<file path="src/rtl/fetch_pkg.sv">
// rtl/fetch_pkg.sv - shared types and length decode for the instruction fetch unit
package fetch_pkg;

  localparam int ADDR_W = 16;

  // Instruction length is encoded in the top two bits of the first word.
  localparam int LEN_MSB = 15;
  localparam int LEN_LSB = 14;

  localparam logic [1:0] LEN_1 = 2'd1;
  localparam logic [1:0] LEN_2 = 2'd2;
  localparam logic [1:0] LEN_3 = 2'd3;

  typedef struct packed {
    logic [ADDR_W-1:0] pc;
    logic [15:0]       inst;
    logic [15:0]       inst_1;
    logic [15:0]       inst_2;
    logic [1:0]        len;
  } fetch_bundle_t;

  // Length in words; never returns 0.
  function automatic logic [1:0] decode_len(input logic [15:0] word);
    case (word[LEN_MSB:LEN_LSB])
      2'b11:   decode_len = LEN_3;
      2'b10:   decode_len = LEN_2;
      default: decode_len = LEN_1;
    endcase
  endfunction

endpackage

</file>
<file path="src/rtl/fetch_fifo.sv">
// rtl/fetch_fifo.sv - small circular FIFO of fetch bundles with flush and head exposed
module fetch_fifo
  import fetch_pkg::*;
#(
  parameter int DEPTH = 2,
  localparam int PW = (DEPTH > 1) ? $clog2(DEPTH) : 1,
  localparam int CW = $clog2(DEPTH + 1)
) (
  input  logic          clk,
  input  logic          rst_n,
  input  logic          push_i,
  input  fetch_bundle_t push_data_i,
  input  logic          pop_i,
  input  logic          flush_i,
  output fetch_bundle_t head_o,
  output logic [CW-1:0] count_o
);

  localparam logic [PW-1:0] LAST_IDX = PW'(DEPTH - 1);
  localparam logic [PW-1:0] PTR_ONE  = PW'(1);
  localparam logic [CW-1:0] CNT_ONE  = CW'(1);
  localparam logic [CW-1:0] CNT_FULL = CW'(DEPTH);

  fetch_bundle_t mem_q [DEPTH];
  logic [PW-1:0] rd_ptr_q;
  logic [PW-1:0] wr_ptr_q;
  logic [CW-1:0] count_q;
  logic          pop_ok;
  logic          push_ok;

  // A push into a full FIFO is legal only when the head leaves the same edge.
  assign pop_ok  = pop_i && (count_q != '0);
  assign push_ok = push_i && ((count_q != CNT_FULL) || pop_ok);

  // Storage, pointers and occupancy; flush empties without touching storage.
  always_ff @(posedge clk or negedge rst_n) begin
    if (!rst_n) begin
      for (int i = 0; i < DEPTH; i++) mem_q[i] <= '0;
      rd_ptr_q <= '0;
      wr_ptr_q <= '0;
      count_q  <= '0;
    end else if (flush_i) begin
      rd_ptr_q <= '0;
      wr_ptr_q <= '0;
      count_q  <= '0;
    end else begin
      if (push_ok) begin
        mem_q[wr_ptr_q] <= push_data_i;
        wr_ptr_q        <= (wr_ptr_q == LAST_IDX) ? '0 : wr_ptr_q + PTR_ONE;
      end
      if (pop_ok) begin
        rd_ptr_q <= (rd_ptr_q == LAST_IDX) ? '0 : rd_ptr_q + PTR_ONE;
      end
      if (push_ok && !pop_ok) begin
        count_q <= count_q + CNT_ONE;
      end else if (!push_ok && pop_ok) begin
        count_q <= count_q - CNT_ONE;
      end
    end
  end

  assign head_o  = mem_q[rd_ptr_q];
  assign count_o = count_q;

endmodule

</file>
<file path="src/rtl/instr_fetch.sv">
// rtl/instr_fetch.sv - instruction fetch requester with length decode and bundle FIFO
module instr_fetch
  import fetch_pkg::*;
#(
  parameter logic [ADDR_W-1:0] RESET_PC   = '0,
  parameter int                FIFO_DEPTH = 2
) (
  input  logic              clk,
  input  logic              rst_n,
  input  logic              fetch_en,
  output logic [ADDR_W-1:0] mem_addr,
  input  logic [15:0]       mem_inst,
  input  logic [15:0]       mem_inst_1,
  input  logic [15:0]       mem_inst_2,
  input  logic              redirect_valid,
  input  logic [ADDR_W-1:0] redirect_addr,
  output logic              out_valid,
  input  logic              out_ready,
  output logic [ADDR_W-1:0] out_pc,
  output logic [15:0]       out_inst,
  output logic [15:0]       out_inst_1,
  output logic [15:0]       out_inst_2,
  output logic [1:0]        out_len
);

  localparam int CW = $clog2(FIFO_DEPTH + 1);
  localparam logic [CW:0] OCC_ONE   = (CW + 1)'(1);
  localparam logic [CW:0] OCC_LIMIT = (CW + 1)'(FIFO_DEPTH);

  logic [ADDR_W-1:0] pc_q, pc_d;
  logic [ADDR_W-1:0] inflight_pc_q, inflight_pc_d;
  logic              inflight_q, inflight_d;

  logic [1:0]        resp_len;
  logic [ADDR_W-1:0] resp_bytes;
  logic [ADDR_W-1:0] next_pc;
  logic              push;
  logic              pop;
  logic [CW:0]       occ_next;
  logic              issue;
  logic [CW-1:0]     fifo_count;
  fetch_bundle_t     push_bundle;
  fetch_bundle_t     head;
  logic              redirect_lsb_unused;

  // The target is forced halfword-aligned, so its low bit never matters.
  assign redirect_lsb_unused = redirect_addr[0];

  assign resp_len   = decode_len(mem_inst);
  assign resp_bytes = {{(ADDR_W - 3){1'b0}}, resp_len, 1'b0};

  // Redirect beats the sequential successor of the response now arriving.
  always_comb begin
    next_pc = pc_q;
    if (redirect_valid) begin
      next_pc = {redirect_addr[ADDR_W-1:1], 1'b0};
    end else if (inflight_q) begin
      next_pc = inflight_pc_q + resp_bytes;
    end
  end

  assign mem_addr  = next_pc;
  assign push      = inflight_q && !redirect_valid;
  assign pop       = out_valid && out_ready;
  assign out_valid = (fifo_count != '0);

  // Occupancy after this edge decides whether the next response has a slot.
  always_comb begin
    occ_next = {1'b0, fifo_count};
    if (redirect_valid) begin
      occ_next = '0;
    end else begin
      if (push) occ_next = occ_next + OCC_ONE;
      if (pop)  occ_next = occ_next - OCC_ONE;
    end
  end

  assign issue         = fetch_en && (occ_next < OCC_LIMIT);
  assign inflight_d    = issue;
  assign inflight_pc_d = next_pc;
  assign pc_d          = next_pc;

  assign push_bundle = '{pc: inflight_pc_q, inst: mem_inst, inst_1: mem_inst_1,
                         inst_2: mem_inst_2, len: resp_len};

  // Request tracking; reset drops any response still on its way back.
  always_ff @(posedge clk or negedge rst_n) begin
    if (!rst_n) begin
      pc_q          <= RESET_PC;
      inflight_q    <= 1'b0;
      inflight_pc_q <= '0;
    end else begin
      pc_q          <= pc_d;
      inflight_q    <= inflight_d;
      inflight_pc_q <= inflight_pc_d;
    end
  end

  fetch_fifo #(.DEPTH(FIFO_DEPTH)) u_fifo (
    .clk         (clk),
    .rst_n       (rst_n),
    .push_i      (push),
    .push_data_i (push_bundle),
    .pop_i       (pop),
    .flush_i     (redirect_valid),
    .head_o      (head),
    .count_o     (fifo_count)
  );

  assign out_pc     = head.pc;
  assign out_inst   = head.inst;
  assign out_inst_1 = head.inst_1;
  assign out_inst_2 = head.inst_2;
  assign out_len    = head.len;

endmodule

</file>
<file path="config.mk">
export PLATFORM = sky130hd
export DESIGN_NAME = instr_fetch
export DESIGN_NICKNAME = d
export VERILOG_FILES = /design/src/rtl/fetch_pkg.sv /design/src/rtl/fetch_fifo.sv /design/src/rtl/instr_fetch.sv
export SDC_FILE = /design/constraint.sdc
export NUM_CORES = 1
export LEC_CHECK = 0
export ABC_AREA = 1
export CAP_MARGIN = 10
export CORE_AREA = 4 4 144 146
export CTS_BUF_LIST = sky130_fd_sc_hd__clkbuf_16
export CTS_CLUSTER_DIAMETER = 30
export DETAILED_ROUTE_END_ITERATION = 12
export DIE_AREA = 0 0 148 150
export GPL_ROUTABILITY_DRIVEN = 1
export GPL_TIMING_DRIVEN = 0
export SLEW_MARGIN = 15
export SYNTH_ARGS = -nofsm -noshare
export SYNTH_HDL_FRONTEND = slang
export SYNTH_SLANG_ARGS = --single-unit
</file>
<file path="constraint.sdc">
create_clock -name clk -period 2.75 [get_ports clk]
set_input_delay 0.55 -clock clk [delete_from_list [all_inputs] [get_ports clk]]
set_output_delay 0.55 -clock clk [all_outputs]
set_load 0.01 [all_outputs]
</file>
# Word-level counts from Yosys, hierarchy flattened
# Index checks and enable logic that the tools add are counted.
# totals
regBits	153
out_inout_bits	83
# classes
n_addsub	7
n_lt_le_gt_ge	4
n_eq_ne	3
n_mux	22
bitwise	3
reduce_logical	17
# op_table
cell	count
$mux W66	4
$bwmux W132	1
$demux W66 S1	1
$mux W16	2
$add A16 B3 Y16	1
$mux W3	4
$logic_and A1 B1 Y1	8
$mux W1	6
$mux W2	3
$reduce_bool A2 Y1	3
$eq A2 B2 Y1 const B	2
$ge A2 B2 Y1 const B	2
$not A1 Y2	2
$pmux W2 S2	1
$add A2 B1 Y3 const B	1
$logic_not A1 Y1	3
$lt A3 B2 Y1 const B	1
$reduce_bool A3 Y1	1
$sub A3 B1 Y3 const B	1
$add A1 B1 Y1 const B	2
$add A2 B1 Y2 const B	1
$lt A2 B1 Y1 const B	1
$ne A2 B2 Y1 const B	1
$reduce_and A2 Y1	1
3 further kinds	3

# Logic depth before layout (Yosys ltp)
# Gate-level depths: netlist of run 1.
# depth
ltp_word	10
depth_mapped	12
ltp_nobuf	11

# By module
# A second synthesis of run 1 with hierarchy kept.
# unflattened
cells_unflattened	904
area_unflattened_um2	7328.3
# by_module_without_submodules
mod	instances	cells_per_inst	area_each_um2
fetch_fifo	1	739	6135.9
instr_fetch	1	165	1192.4

# Least setup slack after synthesis of run 1
# OpenSTA, ideal clock, no wires.
# synth_timing
path_kind	input -> output
from	input mem_inst[14]
to	output mem_addr[9]
arrival_ns	1.937
required_time_ns	2.200
slack_ns	0.263
cell_stages	9
path_buffers	0
cell_sequence	inv_1 > nand2_1 > ha_1 > fa_1 > nand3_1 > nor2_1 > nand2_1 > xor2_1 > o21ai_0
# synth_between
elab_chain_len	5
word_cells_on_any_way	6
classes_between	1 x add/sub; 2 x eq/ne; 3 x mux
# synth_lines
element	line	text
start: declaration	instr_fetch.sv:12	input logic [15:0] mem_inst,
$eq A2 B2 Y1	fetch_pkg.sv:24	case (word[LEN_MSB:LEN_LSB])
$pmux W2 S2 (*)	fetch_pkg.sv:24	
named net resp_len[0]	instr_fetch.sv:34	logic [1:0] resp_len;
$add A16 B3 Y16 (*)	instr_fetch.sv:58	next_pc = inflight_pc_q + resp_bytes;
$mux W16 (*)	instr_fetch.sv:57	end else if (inflight_q) begin
$mux W16 (*)	instr_fetch.sv:55	if (redirect_valid) begin
end: declaration	instr_fetch.sv:11	output logic [ADDR_W-1:0] mem_addr,
# The timed path passes the listed nets; every way through them passes the cells marked *.

# Final worst setup path of run 1
# layout_timing
from	register u_fifo.rd_ptr_q
to	output out_inst_1[14]
# layout_between
elab_chain_len	4
# layout_lines
element	line	text
start: declaration	fetch_fifo.sv:25	logic [PW-1:0] rd_ptr_q;
start signal: assignment	fetch_fifo.sv:52	rd_ptr_q <= (rd_ptr_q == LAST_IDX) ? '0 : rd_ptr_q + PTR_ONE;
$not A1 Y2 (not written as such)	fetch_fifo.sv:62	assign head_o = mem_q[rd_ptr_q];
$mux W66 (not written as such) (3 in series)	fetch_fifo.sv:62	
end: declaration	instr_fetch.sv:21	output logic [15:0] out_inst_1,
# No other way between the ends. The select of a mux whose other input is x is not followed.

==> results of run 1 <==
[worst register-to-register path, stage by stage, from the launching register on]
cell and delay [ns]:
dfrtp_2 0.44, ha_4 0.18, fa_2 0.36, nand3_2 0.10
nor2_4 0.05, nand2_4 0.08, o21bai_1 0.07, nand3_1 0.08
nand2_1 0.08, buf_4 0.13, buf_4 0.12, buf_4 0.12
buf_4 0.12, buf_4 0.12, buf_4 0.13, buf_4 0.12
buf_4 0.12, buf_4 0.12
[power by group through the flow]
stage / registers, W / logic, W / clock network [W]
6_report: 0.00361 / 0.00416 / 0.00257
5_1_grt: 0.00372 / 0.00465 / 0.00272
4_1_cts: 0.00361 / 0.00421 / 0.00263
3_5_place_dp: 0.00365 / 0.00416 / 0
3_3_place_gp: 0.00362 / 0.00411 / 0
2_1_floorplan: 0.00354 / 0.00213 / 0
[layer usage]
layer / vias to the layer above / wire [um] / part of all wire, %
met4: 0 / 462 / 2.2
met1: 3018 / 9650 / 47
met5: - / 0 / 0
li1: 3156 / - / -
met3: 27 / 913 / 4.4
met2: 138 / 9620 / 47
[worst max-delay path by stage]
stage	start	end	slack, ns	cells after the start
2_1_floorplan	mem_inst[14]	mem_addr[9]	0.26	9
3_3_place_gp	rst_n	u_fifo.mem_q[91]	-5.36	1
3_5_place_dp	mem_inst[14]	mem_addr[9]	-1.13	11
4_1_cts	inflight_pc_q[1]	mem_addr[2]	0.002	5
5_1_grt	inflight_pc_q[1]	inflight_pc_q[11]	-0.02	18
6_report	u_fifo.rd_ptr_q	out_inst_1[14]	0.08	5
[sequential cells by signal, indices dropped and copies added (netlist names)]
signal           count
inflight_q           1
u_fifo.mem_q       132
u_fifo.rd_ptr_q      1
u_fifo.count_o       2
inflight_pc_q       16
u_fifo.wr_ptr_q      1
[kinds of logic after synthesis]
logic type / after synthesis / synth area share, %
xor+xnor: 10 / 1.23
buf+inv: 140 / 8.63
compound gates: 222 / 15.9
flops: 153 / 53.8
simple gates: 346 / 19.0
fa+ha+maj: 7 / 1.34
[per-stage QoR]
stage,total power (W),instance area (um^2)
detailed placement,0.00781,8970
CTS,0.0105,9770
global placement,0.00773,8940
floorplan,0.00566,7120
finish,0.0103,9840
global route,0.0111,9840
[Yosys cell counts (all sizes together)]
| library cell | instances | area [um^2] |
|---|---|---|
| nor2 | 13 | 72.6 |
| a31oi | 1 | 6.26 |
| o21a | 5 | 37.5 |
| a21oi | 2 | 10.0 |
| fa | 1 | 20.0 |
| xnor2 | 2 | 17.5 |
| buf | 19 | 160 |
| nand2 | 314 | 1180 |
| o21bai | 3 | 22.5 |
| a21boi | 1 | 7.51 |
| xor2 | 8 | 70.1 |
| dfrtp | 153 | 3830 |
| ha | 6 | 75.1 |
| inv | 87 | 327 |
| nand3 | 15 | 75.1 |
| nand4 | 3 | 18.8 |
| clkbuf | 34 | 128 |
| nor3 | 1 | 5.00 |
| o21ai | 210 | 1050 |
[layout make-up]
| class | count | area, um^2 |
|---|---|---|
| fillers | 1940 | 9560 |
| flip-flops and latches | 153 | 3830 |
| multi-input cells | 585 | 2760 |
| repair buffers | 169 | 1630 |
| clock buffers | 17 | 425 |
| well taps | 265 | 332 |
| inverters | 87 | 327 |
| plain buffers | 53 | 315 |
| clock inverters | 15 | 221 |
[timing repair]
item | CTS | global route
buffers inserted | 16 | 3
endpoints found under the setup margin | 81 | 38
pin swaps | 8 | 8
gates cloned | 0 | 0
resized for setup | 72 | 30
==> flow_metrics.tcl, run 1 <==
set metrics [dict create \
    period_needed_ns 2.67 \
    cp-end-kind "primary output" \
    clockBufferDepth 2 \
    synth_nets 954 \
    r2r-end "inflight_pc_q[11]" \
    p_int_w 0.00674 \
    placed_cells 1293 \
    crit_type "reg -> out" \
    rrSetupSlack_ns 0.11 \
    cap_violations 0 \
    syn2layout_area_growth_pct 38.3 \
    initial_utilization_pct 36.7 \
    rows 51 \
    leakage_nw 4.55 \
    setup_slack_ns 0.0766 \
    avgSynthCellArea_um2 8.10 \
    fin_setup_tns_ns 0 \
    ir_drop_mv 0.520 \
    crit_family "buffers and inverters" \
    dp_slack_ns -1.13 \
    yosys_warnings 0 \
    cp.required_ns 2.20 \
    critPathBufInv 3 \
    skew_ns 0.0103 \
    antenna_found_initial 0 \
    power_switching_w 0.00361 \
    pwr-share-seq_pct 34.9 \
    vias_per_cell 4.72 \
    powerDensity_nw_per_um2 1050 \
    wirelength_um 20600 \
    power_frac_clock_pct 24.9 \
    cts_buffers 17 \
    cts_tree "done" \
    synthCells 878 \
    hp-class "in -> async" \
    cp_cell_sequence "clkbuf_4, buf_2, nand2_1, o21ai_0, clkdlybuf4s50_1" \
    cpPeakStageDelay_ns 0.60 \
    fin_cells 1344 \
    grt_util_met1_pct 25.8 \
    critPathArrivalTime_ns 2.12 \
    first_pass_iters 5 \
    timing.rr.start "inflight_pc_q[1]" \
    slew_headroom_pct 61.2 \
    use_met2_pct 30.4 \
    antenna_cells 0 \
    cts.sinks 153 \
    numPortBuffers 149 \
    routedWlPerCell_um 15.4 \
    final_net_count 1142 \
    die_x_um 148 \
    maxSlewViolCount 0 \
    yosysUniqueCellTypes 27 \
    dieArea_um2 22200 \
    drc 0 \
    critPathLaunchType "register" \
    fmax_mhz 374 \
    grt_pass1_wl_um 33400 \
    drt_iter0_drc 337 \
    fin_hold_ws_ns 0.109 \
    ios 152 \
    grt.overflow.total 0 \
    synthesis.area_um2 7120 \
    gr-max-usage-layer "met2" \
    grt_pass1_vias 6435 \
    route.vias.total 6339 \
    status "completed" \
    grt_util_all_layers_pct 18.9 \
    gr-usage-met3_pct 3.51 \
    critPathSlowestCell "clkdlybuf4s50_1" \
    cts_hold_buf 0 \
    timing.final.crit_share_pct 97.2 \
    rsz0062_at_grt "yes" \
    final_util_pct 50.7 \
    gp_congestion 0.797 \
    reg2reg_depth 17 \
    postRouteAntennaNets 0 \
    dp_hpwl_um 14300 \
    combPwrFrac_pct 40.2 \
    clk_latency_ns 0.42 \
    setup_violations 0 \
    yosysSeqAreaShare_pct 53.8 \
    h-tree-depth 4 \
    finalHoldViolations 0 \
    final_cell_mix "nand2_1, o21ai_0, dfrtp_1, clkdlybuf4s50_1, inv_1" \
    worstPathMaxFanout 10 \
    switching_share_pct 34.9 \
    tightest_slew_ns 0.582 \
    ctsRootBufferMaster "clkbuf_16" \
    drive_gt1_share_pct 10.4 \
    cts.reportedPaths.clkPinSlew_ns 0.06 \
    final_common_cell "nand2_1" \
    synth_seq_cells 153 \
    grt_max_degree 81 \
    die_y_um 150 \
    core_area_um2 19400 \
]
(Power assumes the default switching activity.)
==> inputs of run 2 (changes only) <==
--- a/config.mk
+++ b/config.mk
@@ -14,6 +14,7 @@
 export DIE_AREA = 0 0 148 150
 export GPL_ROUTABILITY_DRIVEN = 1
 export GPL_TIMING_DRIVEN = 0
+export PLACE_DENSITY_LB_ADDON = 0.08
 export SLEW_MARGIN = 15
 export SYNTH_ARGS = -nofsm -noshare
 export SYNTH_HDL_FRONTEND = slang
==> run 2 against run 1 <==
- non-clock buffer count fell by 8
- sequential share of layout area rose by 0.58 points
- critical path type unchanged
- largest cell class unchanged
- utilization fell by 0.72 points
- highest routed layer unchanged
- largest power group unchanged
==> flow_metrics.tcl, run 2 (synthesis gave the netlist of run 1 again) <==
set metrics [dict create \
    status "completed" \
    power_frac_clock_pct 23.0 \
    cp-end-kind "primary output" \
    dieArea_um2 22200 \
    powerDensity_nw_per_um2 1040 \
    power_switching_w 0.00362 \
    tightest_slew_ns 0.587 \
    vias_per_cell 4.70 \
    finalHoldViolations 0 \
    placed_area_um2 8970 \
    cts_tree "done" \
    numPortBuffers 149 \
    route.vias.total 6284 \
    antenna_cells 0 \
    regMostFlops "u_fifo.mem_q" \
    critPathArrivalTime_ns 2.17 \
    postRouteAntennaNets 0 \
    crit_type "reg -> out" \
    clk_latency_ns 0.41 \
    rsz0062_at_grt "yes" \
    timing.final.crit_share_pct 99.0 \
    die_x_um 148 \
    rows 51 \
    die_y_um 150 \
    fin_hold_ws_ns 0.0600 \
    gp_congestion 0.777 \
    final_cell_mix "nand2_1, o21ai_0, dfrtp_1, clkdlybuf4s50_1, inv_1" \
    hp-class "in -> async" \
    syn2layout_area_growth_pct 36.3 \
    drt_iter0_drc 292 \
    drive_gt1_share_pct 9.71 \
    worstPathMaxFanout 3 \
    critPathLaunchType "register" \
    dp_slack_ns -1.15 \
    clockBufferDepth 2 \
    cts.reportedPaths.clkPinSlew_ns 0.06 \
    setup_violations 0 \
    setup_slack_ns 0.0267 \
    final_net_count 1134 \
    cts_buffers 17 \
    dp_hpwl_um 14400 \
    grt_pass1_wl_um 34000 \
    largest_reg_flops 132 \
    h-tree-depth 4 \
    grt_util_all_layers_pct 19.2 \
    core_area_um2 19400 \
    first_pass_iters 5 \
    fmax_mhz 367 \
    drc 0 \
    wirelength_um 20500 \
    pwr-share-seq_pct 35.9 \
    initial_utilization_pct 36.7 \
    skew_ns 0.00706 \
    maxSlewViolCount 0 \
    leakage_nw 4.54 \
    cts.sinks 153 \
    routedWlPerCell_um 15.4 \
    cap_violations 0 \
    combPwrFrac_pct 41.1 \
    ctsRootBufferMaster "clkbuf_16" \
    final_util_pct 50.0 \
    cts_hold_buf 0 \
    switching_share_pct 35.9 \
    grt_max_degree 92 \
    grt_pass1_vias 6469 \
    grt.overflow.total 0 \
    slew_headroom_pct 60.8 \
    p_int_w 0.00645 \
    total_power_w 0.0101 \
    ios 152 \
    period_needed_ns 2.72 \
    cp.required_ns 2.20 \
    antenna_found_initial 0 \
    final_common_cell "nand2_1" \
    ir_drop_mv 0.463 \
    finish.instance_area_um2 9700 \
]
[run 2: metrics by stage]
step / setup TNS (ns) / cells
6_report: 0 / 1336
2_1_floorplan: 0 / 878
5_1_grt: -0.0905 / 1336
4_1_cts: 0 / 1333
3_5_place_dp: -15.82 / 1293
3_3_place_gp: -860.02 / 1292
[run 2: layout make-up]
class,count,area (um^2)
Fill cell,1994,9700
Sequential cell,153,3830
Multi-Input combinational cell,585,2740
Timing Repair Buffer,161,1570
Clock buffer,17,425
Tap cell,265,332
Inverter,87,327
Buffer,53,319
Clock inverter,15,153
[run 2: worst max-delay path, stage by stage, from the launching register on]
cell,delay (ns)
dfrtp_2,0.43
ha_4,0.17
fa_2,0.40
nand3_2,0.11
nor2_4,0.06
buf_4,0.13
xnor2_1,0.12
o21ai_1,0.18
buf_2,0.16
[run 2: power by group through the flow]
stage          sequential (W)  combinational (W)  clock, W
3_3_place_gp          0.00363            0.00412         0
2_1_floorplan         0.00354            0.00213         0
3_5_place_dp          0.00365            0.00416         0
4_1_cts               0.00362            0.00423   0.00236
6_report              0.00362            0.00414   0.00232
5_1_grt               0.00374            0.00466   0.00247
[run 2: final timing paths]
check	start	endpoint	cells past startpoint	slack, ns
min in group clk	mem_inst[14]	u_fifo.mem_q[114]	3	0.40
min	rst_n	u_fifo.mem_q[88]	1	0.06
max	inflight_pc_q[1]	mem_addr[7]	8	0.03
max reg2reg	u_fifo.count_o[0]	u_fifo.mem_q[83]	10	0.58
max in group asynchronous	rst_n	inflight_q	2	1.85
min reg2reg	inflight_pc_q[0]	u_fifo.mem_q[116]	2	0.48
[run 2: what timing repair did]
item                                   4_1_cts  5_1_grt
buffers inserted                             8        3
endpoints found under the hold margin        0        0
pin swaps                                    7        6
setup endpoints to repair                   81       59
gates cloned                                 0        0
gates resized for setup                     74       35
[run 2: routing by layer]
metal  vias up  share of wire [%]  GRT usage [%]
met5         -                  0              0
met4         0                1.2           5.22
met3        16                4.4           3.63
met2       133                 47           30.7
met1      2986                 48           26.9
li1       3149                  -              -
